--- config.mk ---
export PLATFORM = sky130hd
export DESIGN_NAME = pattern_loader_flat
export DESIGN_NICKNAME = d
export VERILOG_FILES = /design/src/rtl/pattern_loader_if.sv /design/src/rtl/pattern_loader.sv /design/src/flat_wrapper.sv
export SDC_FILE = /design/constraint.sdc
export NUM_CORES = 1
export LEC_CHECK = 0
export ABC_CLOCK_PERIOD_IN_PS = 3800
export CORE_ASPECT_RATIO = 0.75
export CORE_MARGIN = 1.5
export CORE_UTILIZATION = 58
export CTS_CLUSTER_SIZE = 24
export DETAILED_ROUTE_END_ITERATION = 10
export DONT_BUFFER_PORTS = 1
export PLACE_DENSITY = 0.76
export SYNTH_ARGS = -nofsm -noshare
export SYNTH_HDL_FRONTEND = slang
export SYNTH_SLANG_ARGS = --single-unit
--- constraint.sdc ---
create_clock -name clk -period 3.8 [get_ports clk]
set_clock_uncertainty 0.05 [all_clocks]
set_input_delay 0.19 -clock clk [delete_from_list [all_inputs] [get_ports clk]]
set_output_delay 0.19 -clock clk [all_outputs]
set_load 0.01 [all_outputs]
--- src/rtl/pattern_loader_if.sv ---
// Host-side load/readback handshakes plus the serial port towards patternbuffer.
// The slave modport is the loader's view; master is the host / pattern-buffer side.
interface pattern_loader_if #(
    parameter int buffer_width = 7
);
    logic                    load_valid;
    logic                    load_ready;
    logic [2:0]              load_addr;
    logic [buffer_width-1:0] load_data;
    logic                    rd_valid;
    logic                    rd_ready;
    logic [buffer_width-1:0] rd_data;
    logic                    busy;
    logic                    sin;
    logic                    ssel;
    logic [2:0]              saddr;
    logic                    sout;

    modport master (
        output load_valid, load_addr, load_data, rd_ready, sout,
        input  load_ready, rd_valid, rd_data, busy, sin, ssel, saddr
    );

    modport slave (
        input  load_valid, load_addr, load_data, rd_ready, sout,
        output load_ready, rd_valid, rd_data, busy, sin, ssel, saddr
    );
endinterface

--- src/rtl/pattern_loader.sv ---
// Serial frame loader/readback engine: collects one buffer of field words, shifts
// them out LSB-first as a single ssel frame and returns the captured sout bits as words.
module pattern_loader #(
    parameter int buffer_width = 7,
    parameter int buffer_size  = 22,
    parameter int sout_latency = 3
) (
    input  logic            clk,
    input  logic            rst_n,
    pattern_loader_if.slave bus
);
    localparam int L    = buffer_width * buffer_size;
    localparam int WC_W = (buffer_size > 1) ? $clog2(buffer_size) : 1;
    localparam int BC_W = (L > 1) ? $clog2(L) : 1;
    localparam int DC_W = (sout_latency > 1) ? $clog2(sout_latency) : 1;
    localparam logic [WC_W-1:0] W_LAST = WC_W'(buffer_size - 1);
    localparam logic [BC_W-1:0] B_LAST = BC_W'(L - 1);
    localparam logic [DC_W-1:0] D_LAST = DC_W'(sout_latency - 1);

    typedef enum logic [2:0] {FILL, SETUP, SHIFT, DRAIN, READ} state_t;

    state_t          state, state_d;
    logic [WC_W-1:0] wcnt, wcnt_d;
    logic [BC_W-1:0] bcnt, bcnt_d;
    logic [DC_W-1:0] dcnt, dcnt_d;
    logic            ld_fire;
    logic [2:0]      addr_lat;

    // Flat frame images: bit k of the vector is frame bit k (word k/bw, bit k%bw).
    logic [L-1:0] ld_bits;
    logic [L-1:0] rb_bits;

    logic [sout_latency-1:0]           vld_pipe;
    logic [sout_latency-1:0][BC_W-1:0] idx_pipe;

    assign bus.load_ready = (state == FILL);
    assign bus.rd_valid   = (state == READ);
    assign bus.busy       = (state != FILL);
    assign bus.rd_data    = rb_bits[int'(wcnt)*buffer_width +: buffer_width];

    always_comb begin
        state_d = state;
        wcnt_d  = wcnt;
        bcnt_d  = bcnt;
        dcnt_d  = dcnt;
        ld_fire = 1'b0;
        unique case (state)
            FILL: begin
                if (bus.load_valid) begin
                    ld_fire = 1'b1;
                    if (wcnt == W_LAST) begin
                        wcnt_d  = '0;
                        state_d = SETUP;
                    end else begin
                        wcnt_d = wcnt + 1'b1;
                    end
                end
            end
            SETUP: begin
                bcnt_d  = '0;
                state_d = SHIFT;
            end
            SHIFT: begin
                if (bcnt == B_LAST) begin
                    bcnt_d  = '0;
                    dcnt_d  = '0;
                    state_d = DRAIN;
                end else begin
                    bcnt_d = bcnt + 1'b1;
                end
            end
            DRAIN: begin
                if (dcnt == D_LAST) begin
                    dcnt_d  = '0;
                    state_d = READ;
                end else begin
                    dcnt_d = dcnt + 1'b1;
                end
            end
            READ: begin
                if (bus.rd_ready) begin
                    if (wcnt == W_LAST) begin
                        wcnt_d  = '0;
                        state_d = FILL;
                    end else begin
                        wcnt_d = wcnt + 1'b1;
                    end
                end
            end
            default: state_d = FILL;
        endcase
    end

    always_ff @(posedge clk or negedge rst_n) begin
        if (!rst_n) begin
            state <= FILL;
            wcnt  <= '0;
            bcnt  <= '0;
            dcnt  <= '0;
        end else begin
            state <= state_d;
            wcnt  <= wcnt_d;
            bcnt  <= bcnt_d;
            dcnt  <= dcnt_d;
        end
    end

    // Serial outputs are registered from next-state so SHIFT cycle k carries bit k.
    always_ff @(posedge clk or negedge rst_n) begin
        if (!rst_n) begin
            ld_bits   <= '0;
            addr_lat  <= '0;
            bus.sin   <= 1'b0;
            bus.ssel  <= 1'b0;
            bus.saddr <= '0;
        end else begin
            if (ld_fire) begin
                ld_bits[int'(wcnt)*buffer_width +: buffer_width] <= bus.load_data;
                if (wcnt == '0)
                    addr_lat <= bus.load_addr;
            end
            if (state_d == SETUP)
                bus.saddr <= addr_lat;
            bus.ssel <= (state_d == SHIFT);
            bus.sin  <= (state_d == SHIFT) && ld_bits[bcnt_d];
        end
    end

    // Capture runs off a delayed ssel/bcnt, independent of the FSM.
    always_ff @(posedge clk or negedge rst_n) begin
        if (!rst_n) begin
            vld_pipe <= '0;
            idx_pipe <= '0;
            rb_bits  <= '0;
        end else begin
            vld_pipe[0] <= bus.ssel;
            idx_pipe[0] <= bcnt;
            for (int i = 1; i < sout_latency; i++) begin
                vld_pipe[i] <= vld_pipe[i-1];
                idx_pipe[i] <= idx_pipe[i-1];
            end
            if (vld_pipe[sout_latency-1])
                rb_bits[idx_pipe[sout_latency-1]] <= bus.sout;
        end
    end
endmodule

--- src/flat_wrapper.sv ---
// flat-port wrapper written by rule: the top's interface ports become plain ports
module pattern_loader_flat 
#(
    parameter int buffer_width = 7,
    parameter int buffer_size  = 22,
    parameter int sout_latency = 3
)
  (clk, rst_n, bus_load_valid, bus_load_addr, bus_load_data, bus_rd_ready, bus_sout, bus_load_ready, bus_rd_valid, bus_rd_data, bus_busy, bus_sin, bus_ssel, bus_saddr);
  pattern_loader_if #(.buffer_width(buffer_width)) bus_i ();
  input  logic clk;
  input  logic rst_n;
  input wire logic [$bits(bus_i.load_valid)-1:0] bus_load_valid;
  input wire logic [$bits(bus_i.load_addr)-1:0] bus_load_addr;
  input wire logic [$bits(bus_i.load_data)-1:0] bus_load_data;
  input wire logic [$bits(bus_i.rd_ready)-1:0] bus_rd_ready;
  input wire logic [$bits(bus_i.sout)-1:0] bus_sout;
  output wire logic [$bits(bus_i.load_ready)-1:0] bus_load_ready;
  output wire logic [$bits(bus_i.rd_valid)-1:0] bus_rd_valid;
  output wire logic [$bits(bus_i.rd_data)-1:0] bus_rd_data;
  output wire logic [$bits(bus_i.busy)-1:0] bus_busy;
  output wire logic [$bits(bus_i.sin)-1:0] bus_sin;
  output wire logic [$bits(bus_i.ssel)-1:0] bus_ssel;
  output wire logic [$bits(bus_i.saddr)-1:0] bus_saddr;
  assign bus_i.load_valid = bus_load_valid;
  assign bus_i.load_addr = bus_load_addr;
  assign bus_i.load_data = bus_load_data;
  assign bus_i.rd_ready = bus_rd_ready;
  assign bus_i.sout = bus_sout;
  assign bus_load_ready = bus_i.load_ready;
  assign bus_rd_valid = bus_i.rd_valid;
  assign bus_rd_data = bus_i.rd_data;
  assign bus_busy = bus_i.busy;
  assign bus_sin = bus_i.sin;
  assign bus_ssel = bus_i.ssel;
  assign bus_saddr = bus_i.saddr;
  pattern_loader #(.buffer_width(buffer_width), .buffer_size(buffer_size), .sout_latency(sout_latency)) u_core (.clk(clk), .rst_n(rst_n), .bus(bus_i));
endmodule
* Word level (Yosys, flattened, before mapping)
Cells that the tools add are included.
Storage, ports and cells: register bits after elaboration 361, bits of input ports 15
Operators by class: add/sub/neg operators 4, $mul 1, $lt $le $gt $ge 3, equal/unequal tests 12, shift operators 3, mux-type cells 24, reduce and logical (&&, ||, !) cells 10
Operators with widths (number):
- bitwise mux 154 bit | 2
- variable shift 7 x 33 -> 154 bit (first input constant) | 1
- indexed part select 154 x 32 -> 7 bit | 1
- indexed part select 7 x 33 -> 154 bit | 1
- negator 32 -> 33 bit | 1
- less-than comparator 8 x 9 -> 1 bit (second input constant) | 2
- two-way mux 3 bit | 6
- one-hot mux 8 bit (2 select lines) | 1
- two-way mux 5 bit | 3
- one-hot mux 3 bit (5 select lines) | 1
- one-hot mux 5 bit (2 select lines) | 1
- equality test 3 x 2 -> 1 bit (second input constant) | 3
- adder 8 x 1 -> 8 bit (second input constant) | 1
- binary-select mux 1 bit (select 8 bit) | 1
- demux 1 bit (select 8 bit) | 1
- equality test 8 bit (second input constant) | 1
- >= comparator 8 x 1 -> 1 bit (second input constant) | 1
- multiplier 5 x 3 -> 8 bit (second input constant) | 1
- two-way mux 8 bit | 1
- equality test 3 x 1 -> 1 bit (second input constant) | 2
- adder 5 x 1 -> 5 bit (second input constant) | 1
- equality test 5 bit (second input constant) | 1
- logical NOT 5 bit | 1
- two-way mux 1 bit | 4
- other kinds (13) | 18

* Depth between registers and ports, before layout
Gate-level depths: netlist of run 1.
depth after elaboration 6, depth in mapped cells 16, mapped depth without buffers 13

* Worst setup path after synthesis of run 1
OpenSTA, ideal clock, no wires.
path type flip-flop to flip-flop, start point register u_core.wcnt[0], end point register u_core.ld_bits[126], data arrival time 3863 ps, setup slack -238 ps, cell stages (with the launch flop) 12, path buffers 5, clock period less this slack 4038 ps, cells stage by stage dfrtp_1 -> clkbuf_1 -> buf_2 -> clkbuf_1 -> inv_1 -> ha_1 -> clkbuf_1 -> or3b_2 -> or2_2 -> or2_2 -> clkbuf_1 -> mux2_2
Between the ends: word-level cells in the longest chain between the ends 4, elaborated cells on any way between the ends 5, those cells by class 1 x add/sub; 1 x mul; 2 x shift; 1 x mux
Ends and longest elaborated chain:
- start: declaration | line pattern_loader.sv:23 | logic [WC_W-1:0] wcnt, wcnt_d;
- start signal: assignment | line pattern_loader.sv:102 | wcnt <= wcnt_d;
- multiplier 5 x 3 -> 8 bit * | line pattern_loader.sv:118 | ld_bits[int'(wcnt)*buffer_width +: buffer_width] <= bus.load_data;
- negator 32 -> 33 bit * | line pattern_loader.sv:118
- indexed part select 7 x 33 -> 154 bit or variable shift 7 x 33 -> 154 bit (tied branches) | line pattern_loader.sv:118
- bitwise mux 154 bit * | line pattern_loader.sv:118
- end signal: indexed assignment | line pattern_loader.sv:118
- end: declaration | line pattern_loader.sv:30 | logic [L-1:0] ld_bits;
Every way passes the cells marked *; elsewhere a longest branch is shown, timed or not. A chain may end at the register's enable or synchronous reset.

* Worst setup path after layout of run 1
start point register u_core.bcnt[0], end point register u_core.bus.sin
Between the ends: word-level cells in the longest chain between the ends 6, elaborated cells on any way between the ends 10, those cells by class 1 x add/sub; 2 x eq/ne; 6 x mux; 1 x reduce/logical
Ends and longest elaborated chain:
- start: declaration | line pattern_loader.sv:24 | logic [BC_W-1:0] bcnt, bcnt_d;
- start signal: assignment | line pattern_loader.sv:103 | bcnt <= bcnt_d;
- adder 8 x 1 -> 8 bit or equality test 8 bit (tied branches) | line pattern_loader.sv:69, pattern_loader.sv:64
- two-way mux 8 bit | line pattern_loader.sv:64 | if (bcnt == B_LAST) begin
- one-hot mux 8 bit (2 select lines) | line pattern_loader.sv:47 | unique case (state)
- binary-select mux 1 bit (select 8 bit) | line pattern_loader.sv:125 | bus.sin <= (state_d == SHIFT) && ld_bits[bcnt_d];
- two-way mux 1 bit (implied by the code) | line pattern_loader.sv:125
- logical AND 1 bit * | line pattern_loader.sv:125
- end signal: assignment | line pattern_loader.sv:125
- end: declaration | line pattern_loader_if.sv:26 | output load_ready, rd_valid, rd_data, busy, sin, ssel, saddr
Every way passes the cells marked *; elsewhere a longest branch is shown, timed or not. The select of a mux whose other input is x is not followed.

==> impl_metrics.ini, run 1 <==
[run_status]
outcome = complete, but fails checks
violations = negative hold slack

[logic_synthesis]
synth_top_family_by_area = multiplexers
synth_area_leaders = dfrtp_1 (52%), mux2_2 (20%), nand2_1 (5.8%), mux4_2 (5.3%), clkbuf_1 (1.9%)
async_flop_share = 1.000
synth-seq-area-share = 0.5186
synth_compound_area_frac = 0.05028
synth_cell_type_count = 62
synthesis.instances = 1510
synth_xor_area_frac = 0.002514
syn_area_per_cell_um2 = 11.54
synth_ff_type = dfrtp_1
yosysTopAreaCell = dfrtp_1
syn_area_um2 = 17420
synth_top_area_frac = 0.5186
yosys_warnings = 0
postSynthNetCount = 1532
synthMuxAreaShare = 0.2655
synth_edf_count = 0
synth-adder-area-share = 0.005028
ys_ff_latch = 361
synth-simple-area-share = 0.1294

[final_layout]
drive_gt1_frac = 0.3014
finalNetCount = 1508
synthToLayoutAreaGrowth_pct = 10.24
layout_common_cells = dfrtp_1 (359), mux2_2 (302), nand2_1 (267)
fin_util = 0.6549
final_common_cell = dfrtp_1

[critical_path]
crit_required_ns = 4.14
rr_startpoint = u_core.bcnt[0]
crit_type = flip-flop to flip-flop
startpoint = u_core.bcnt[0]
path_cells = ha_1 -> or4b_4 -> o21ai_1 -> and2_4 -> inv_2 -> buf_4 -> mux2i_1 -> a221oi_1 -> a311oi_1 -> o21ai_0 -> and4b_1 -> a211oi_1 -> o32ai_1
slowest_delay_ns = 0.50
r2r_slack_ns = 0.27
path_max_fanout = 44
crit_path_top_delay_cell = or4b_4
endpoint_kind = flip-flop
reg2reg_depth = 13
cp-endpoint = u_core.bus.sin
arrival_ns = 3.87
start_kind = flip-flop
reg2reg_to = u_core.bus.sin

[route]
final_antenna_net_count = 0
routed_wl_um = 44280
vias_per_cell = 6.375
wl_per_cell_um = 23.23
vias = 12150
drc = 0
drtPass1Iterations = 5
drt_iter0_markers = 1479

[global_routing]
overflow = 0
grt_max_degree = 362
grt_first_pass_wirelength_um = 70080
grt_use_met3 = 0.07441
antenna_found_initial = 1
grtUsageMet2 = 0.4136
busiest_layer = met1
grt_util_all_layers = 0.2907
grt_pass1_vias = 12010
gr-usage-met1 = 0.4462

[sta]
finalHoldViolations = 361
post-route-min-period_ns = 3.526
fin_hold_ws_ns = -0.6852
slew_headroom = 0.2254
worst_pin_slew_ns = 1.158
tns_ns = 0
rsz0062_at_grt = no
finalSetupViolCount = 0
finalCritPeriodShare = 0.9279
finalMaxSlewViolations = 0
fin_ws_ns = 0.2741
fmax_mhz = 283.6

[cts]
cts_tree = yes
cts_buffers = 38
clk_latency_ns = 0.53
clockBufferDepth = 3
clk_pin_slew_ns = 0.06
cts-hold-fix-buffers = 12
cts_sinks = 361
cts-htree-levels = 2
postCtsSetupBuffers = 0
root_buffer = clkbuf_16

[power]
leakage_nw = 8.389
switching_share = 0.2091
p_int_w = 0.006298
p_comb_frac = 0.022
clockPowerShare = 0.483
ir_drop_mv = 0.2659
powerDensity_nw_per_um2 = 414.7
power.switching_w = 0.001665
p_seq_frac = 0.495

[floorplanning]
pin_count = 30
die_h_um = 153.1
rows = 54
die_area_um2 = 31090
core_um2 = 29320
start_util = 0.5940
die_w_um = 203.1

[flow_run]
maxCapViolCount = 0

[placement]
gp_congestion = 0.9169
portBuffers = 0
place_ws_ns = 0.1366
place_hpwl_um = 27660

[hold_path]
hp-class = input port to async pin
==> state kept, by name, summed over array words and instances (netlist names), 2 cells and up <==
register,flops
u_core.ld_bits,154
u_core.rb_bits,154
u_core.idx_pipe,24
u_core.bcnt,8
u_core.wcnt,5
u_core.addr_lat,3
u_core.bus.saddr,3
u_core.state,3
u_core.vld_pipe,3
u_core.dcnt,2
==> final cells by class <==
type,count,area [µm²]
antenna,1,2.502
clock buffer,52,1095
clock inverter,15,191.4
fill,2141,10120
inverter,12,45.04
multi-input combinational,1025,7895
sequential,361,9039
tap,392,490.5
timing repair buffer,48,445.4
==> through the flow <==
stage | instance area, µm² | std cells | total power, W
floorplan | 17420 | 1510 | 0.004125
global placement | 17780 | 1826 | 0.004121
detailed placement | 17780 | 1826 | 0.004130
CTS | 19200 | 1905 | 0.007989
global route | 19200 | 1906 | 0.008179
finish | 19200 | 1906 | 0.007963
==> cell usage after synthesis, types with 3 or more instances <==
library cell	n
dfrtp_1	361
mux2_2	302
nand2_1	267
clkbuf_1	90
nor2_1	73
nand3_1	57
mux4_2	41
o21ai_0	41
a21oi_1	37
mux2i_1	30
and3_1	24
nor3_1	17
buf_2	15
nor2b_1	14
and2_1	11
nand4_1	11
a22oi_1	10
a221oi_1	9
inv_1	8
nand2b_1	8
ha_1	7
a211oi_1	6
nor3b_1	5
buf_1	4
a311oi_1	3
a31oi_1	3
and4b_1	3
nor4_1	3
o31a_1	3
or2_2	3
xnor2_1	3
==> metal layers <==
layer  part of all wire  vias up  routed length [µm]
met5                  0        -                   0
met4              0.021        0                 930
met3              0.098       78                4345
met2               0.43      566               19240
met1               0.45     6243               19760
li1                   -     5264                   -
==> worst max-delay path: cells and delay by family (launching register included) <==
| family | cells | cell delay [ns] |
|---|---|---|
| AO/OA/AOI/OAI | 6 | 1.25 |
| adder cells (fa/ha/maj) | 1 | 0.16 |
| buffers and inverters | 2 | 0.36 |
| flip-flops | 1 | 0.42 |
| multiplexers | 1 | 0.21 |
| AND/OR/NAND/NOR | 3 | 0.94 |
==> worst min path at each step <==
stage / to / cells after the start
global placement: u_core.rb_bits[145] / 0
CTS: u_core.rb_bits[145] / 0
global route: u_core.rb_bits[128] / 0
floorplan: u_core.addr_lat[0] / 0
finish: u_core.rb_bits[145] / 0
detailed placement: u_core.rb_bits[145] / 0
==> power groups by stage <==
stage / sequential (W) / combinational [W] / clock [W]
finish: 0.00394 / 0.000173 / 0.00385
global route: 0.00395 / 0.000184 / 0.00405
CTS: 0.00394 / 0.000172 / 0.00387
detailed placement: 0.00401 / 0.000117 / 0
global placement: 0.00401 / 0.000112 / 0
floorplan: 0.00400 / 0.000123 / 0
==> cells by family (layout without fill, tap and decap cells) <==
family | count (synthesis) | after routing
and+or+nand+nor | 505 | 505
adders and majority gates | 7 | 7
muxes | 373 | 373
other | 0 | 1
DFF | 361 | 361
xor gates and xnor gates | 5 | 5
buffers and inverters | 124 | 127
AOI/OAI and AO/OA | 135 | 135
==> repair_timing <==
item | in CTS | in global routing
endpoints found under the hold margin | 630 | 361
resized for setup | 0 | 3
setup endpoints to repair | 0 | 1
No activity file was read; power rests on OpenSTA's default activity.
==> run 2, diff against run 1 <==
--- a/config.mk
+++ b/config.mk
@@ -9,6 +9,7 @@
 export CORE_ASPECT_RATIO = 0.75
 export CORE_MARGIN = 1.5
 export CORE_UTILIZATION = 58
+export CTS_BUF_LIST = sky130_fd_sc_hd__clkbuf_16
 export CTS_CLUSTER_SIZE = 24
 export DETAILED_ROUTE_END_ITERATION = 10
 export DONT_BUFFER_PORTS = 1
==> run 2 against run 1 <==
  * The flow still finishes with violations (negative hold slack)
  * Via count barely moved
  * Core utilization fell by 0.24 points
  * Wire length fell by 0.25%
  * Sequential cell count did not move
==> impl_metrics.ini, run 2 (synthesis results as in run 1) <==
[floorplanning]
rows = 54
die_h_um = 153.1
die_area_um2 = 31090
pin_count = 30
die_w_um = 203.1
start_util = 0.5940
core_um2 = 29320

[sta]
rsz0062_at_grt = no
slew_headroom = 0.2194
post-route-min-period_ns = 3.563
worst_pin_slew_ns = 1.167
finalHoldViolations = 361
fin_hold_ws_ns = -0.6824
fmax_mhz = 280.6
finalMaxSlewViolations = 0
finalCritPeriodShare = 0.9378
tns_ns = 0
finalSetupViolCount = 0

[route]
wl_per_cell_um = 23.17
routed_wl_um = 44170
drt_iter0_markers = 1371
drc = 0
vias_per_cell = 6.376
vias = 12150
drtPass1Iterations = 5
final_antenna_net_count = 0

[power]
p_comb_frac = 0.022
p_seq_frac = 0.506
powerDensity_nw_per_um2 = 407.2
clockPowerShare = 0.472
power.switching_w = 0.001651
leakage_nw = 8.374
ir_drop_mv = 0.2713
p_int_w = 0.006140
switching_share = 0.2119

[critical_path]
arrival_ns = 3.91
crit_path_top_delay_cell = or4b_4
path_max_fanout = 44
crit_type = flip-flop to flip-flop
reg2reg_depth = 13
start_kind = flip-flop
endpoint_kind = flip-flop
path_cells = ha_1 -> or4b_4 -> o21ai_1 -> and2_4 -> inv_2 -> buf_4 -> mux2i_1 -> a221oi_1 -> a311oi_1 -> o21ai_0 -> and4b_1 -> a211oi_1 -> o32ai_1
crit_required_ns = 4.15
slowest_delay_ns = 0.50

[cts]
cts_buffers = 38
clk_pin_slew_ns = 0.06
root_buffer = clkbuf_16
cts-hold-fix-buffers = 12
cts_sinks = 361
cts-htree-levels = 2
clk_latency_ns = 0.52
postCtsSetupBuffers = 0
clockBufferDepth = 3
cts_tree = yes

[global_routing]
antenna_found_initial = 1
overflow = 0
grt_max_degree = 362
grt_util_all_layers = 0.2896
grt_first_pass_wirelength_um = 69840
grt_pass1_vias = 12000

[placement]
place_area_um2 = 17780
place_hpwl_um = 27660
gp_congestion = 0.9169
portBuffers = 0

[flow_run]
maxCapViolCount = 0

[final_layout]
drive_gt1_frac = 0.2968
final_common_cell = dfrtp_1
fin_area_um2 = 19130
reg_top3 = u_core.ld_bits: 154 flops, u_core.rb_bits: 154 flops, u_core.idx_pipe: 24 flops
fin_util = 0.6525
synthToLayoutAreaGrowth_pct = 9.841
finalNetCount = 1508
layout_common_cells = dfrtp_1 (359), mux2_2 (302), nand2_1 (267)

[hold_path]
hp-class = input port to async pin

[run_status]
violations = negative hold slack
outcome = complete, but fails checks
## run 2: cell types whose count changed in the layout (fill, tap and decap cells not counted)
cell,delta
clkbuf_8,-7
clkinv_1,+7
clkbuf_1,-6
inv_1,+6
## run 2: power by group through the flow
| stage | Clock (W) | Sequential (W) | Combinational [W] |
|---|---|---|---|
| finish | 0.00367 | 0.00394 | 0.000173 |
| global route | 0.00388 | 0.00395 | 0.000184 |
| CTS | 0.00371 | 0.00394 | 0.000171 |
| detailed placement | 0 | 0.00401 | 0.000117 |
| global placement | 0 | 0.00401 | 0.000112 |
| floorplan | 0 | 0.00400 | 0.000123 |
## run 2: cell type report
| cell class | instances | area [µm²] |
|---|---|---|
| antenna | 1 | 2.502 |
| clock buffer | 39 | 975.9 |
| clock inverter | 28 | 240.2 |
| fill | 2160 | 10190 |
| inverter | 12 | 45.04 |
| multi-input combinational | 1025 | 7895 |
| sequential | 361 | 9039 |
| tap | 392 | 490.5 |
| timing repair buffer | 48 | 445.4 |
## run 2: per-stage QoR
step	worst slack (ns)	cells	total power [W]
final	0.2365	1906	0.007790
after global routing	0.02485	1906	0.008013
after CTS	0.1303	1905	0.007823
after detailed placement	0.1366	1826	0.004130
after global placement	0.2637	1826	0.004121
after floorplan	0.1914	1510	0.004125
## run 2: path summary, 6_finish.rpt
path	slack (ns)	from	endpoint
min in group clk	0.09	bus_rd_ready	u_core.wcnt[1]
max in group asynchronous	3.53	rst_n	u_core.ld_bits[132]
worst max register to register	0.24	u_core.bcnt[0]	u_core.bus.sin
worst max-delay path	0.24	u_core.bcnt[0]	u_core.bus.sin
worst min-delay path	-0.68	rst_n	u_core.rb_bits[145]
worst min register to register	0.29	u_core.idx_pipe[8]	u_core.idx_pipe[16]
## run 2: worst max-delay path: cells and delay by family, from the launching register on
| family | cells | cell delay [ns] |
|---|---|---|
| mux | 1 | 0.21 |
| compound gates | 6 | 1.26 |
| flops | 1 | 0.43 |
| buf+inv | 2 | 0.35 |
| fa+ha+maj | 1 | 0.16 |
| simple gates | 3 | 0.94 |
## run 2: what timing repair did
| item | in CTS | in global routing |
|---|---|---|
| hold endpoints to repair | 630 | 361 |
| setup endpoints to repair | 0 | 1 |
| resized for setup | 0 | 3 |
## run 2: metal layers
metal  up-vias  GRT usage  part of all wire
met2       576     0.4110              0.43
met4         0    0.07266             0.024
met5         -          0                 0
met3        79    0.07207             0.094
met1      6231     0.4457              0.45
li1       5267          -                 -
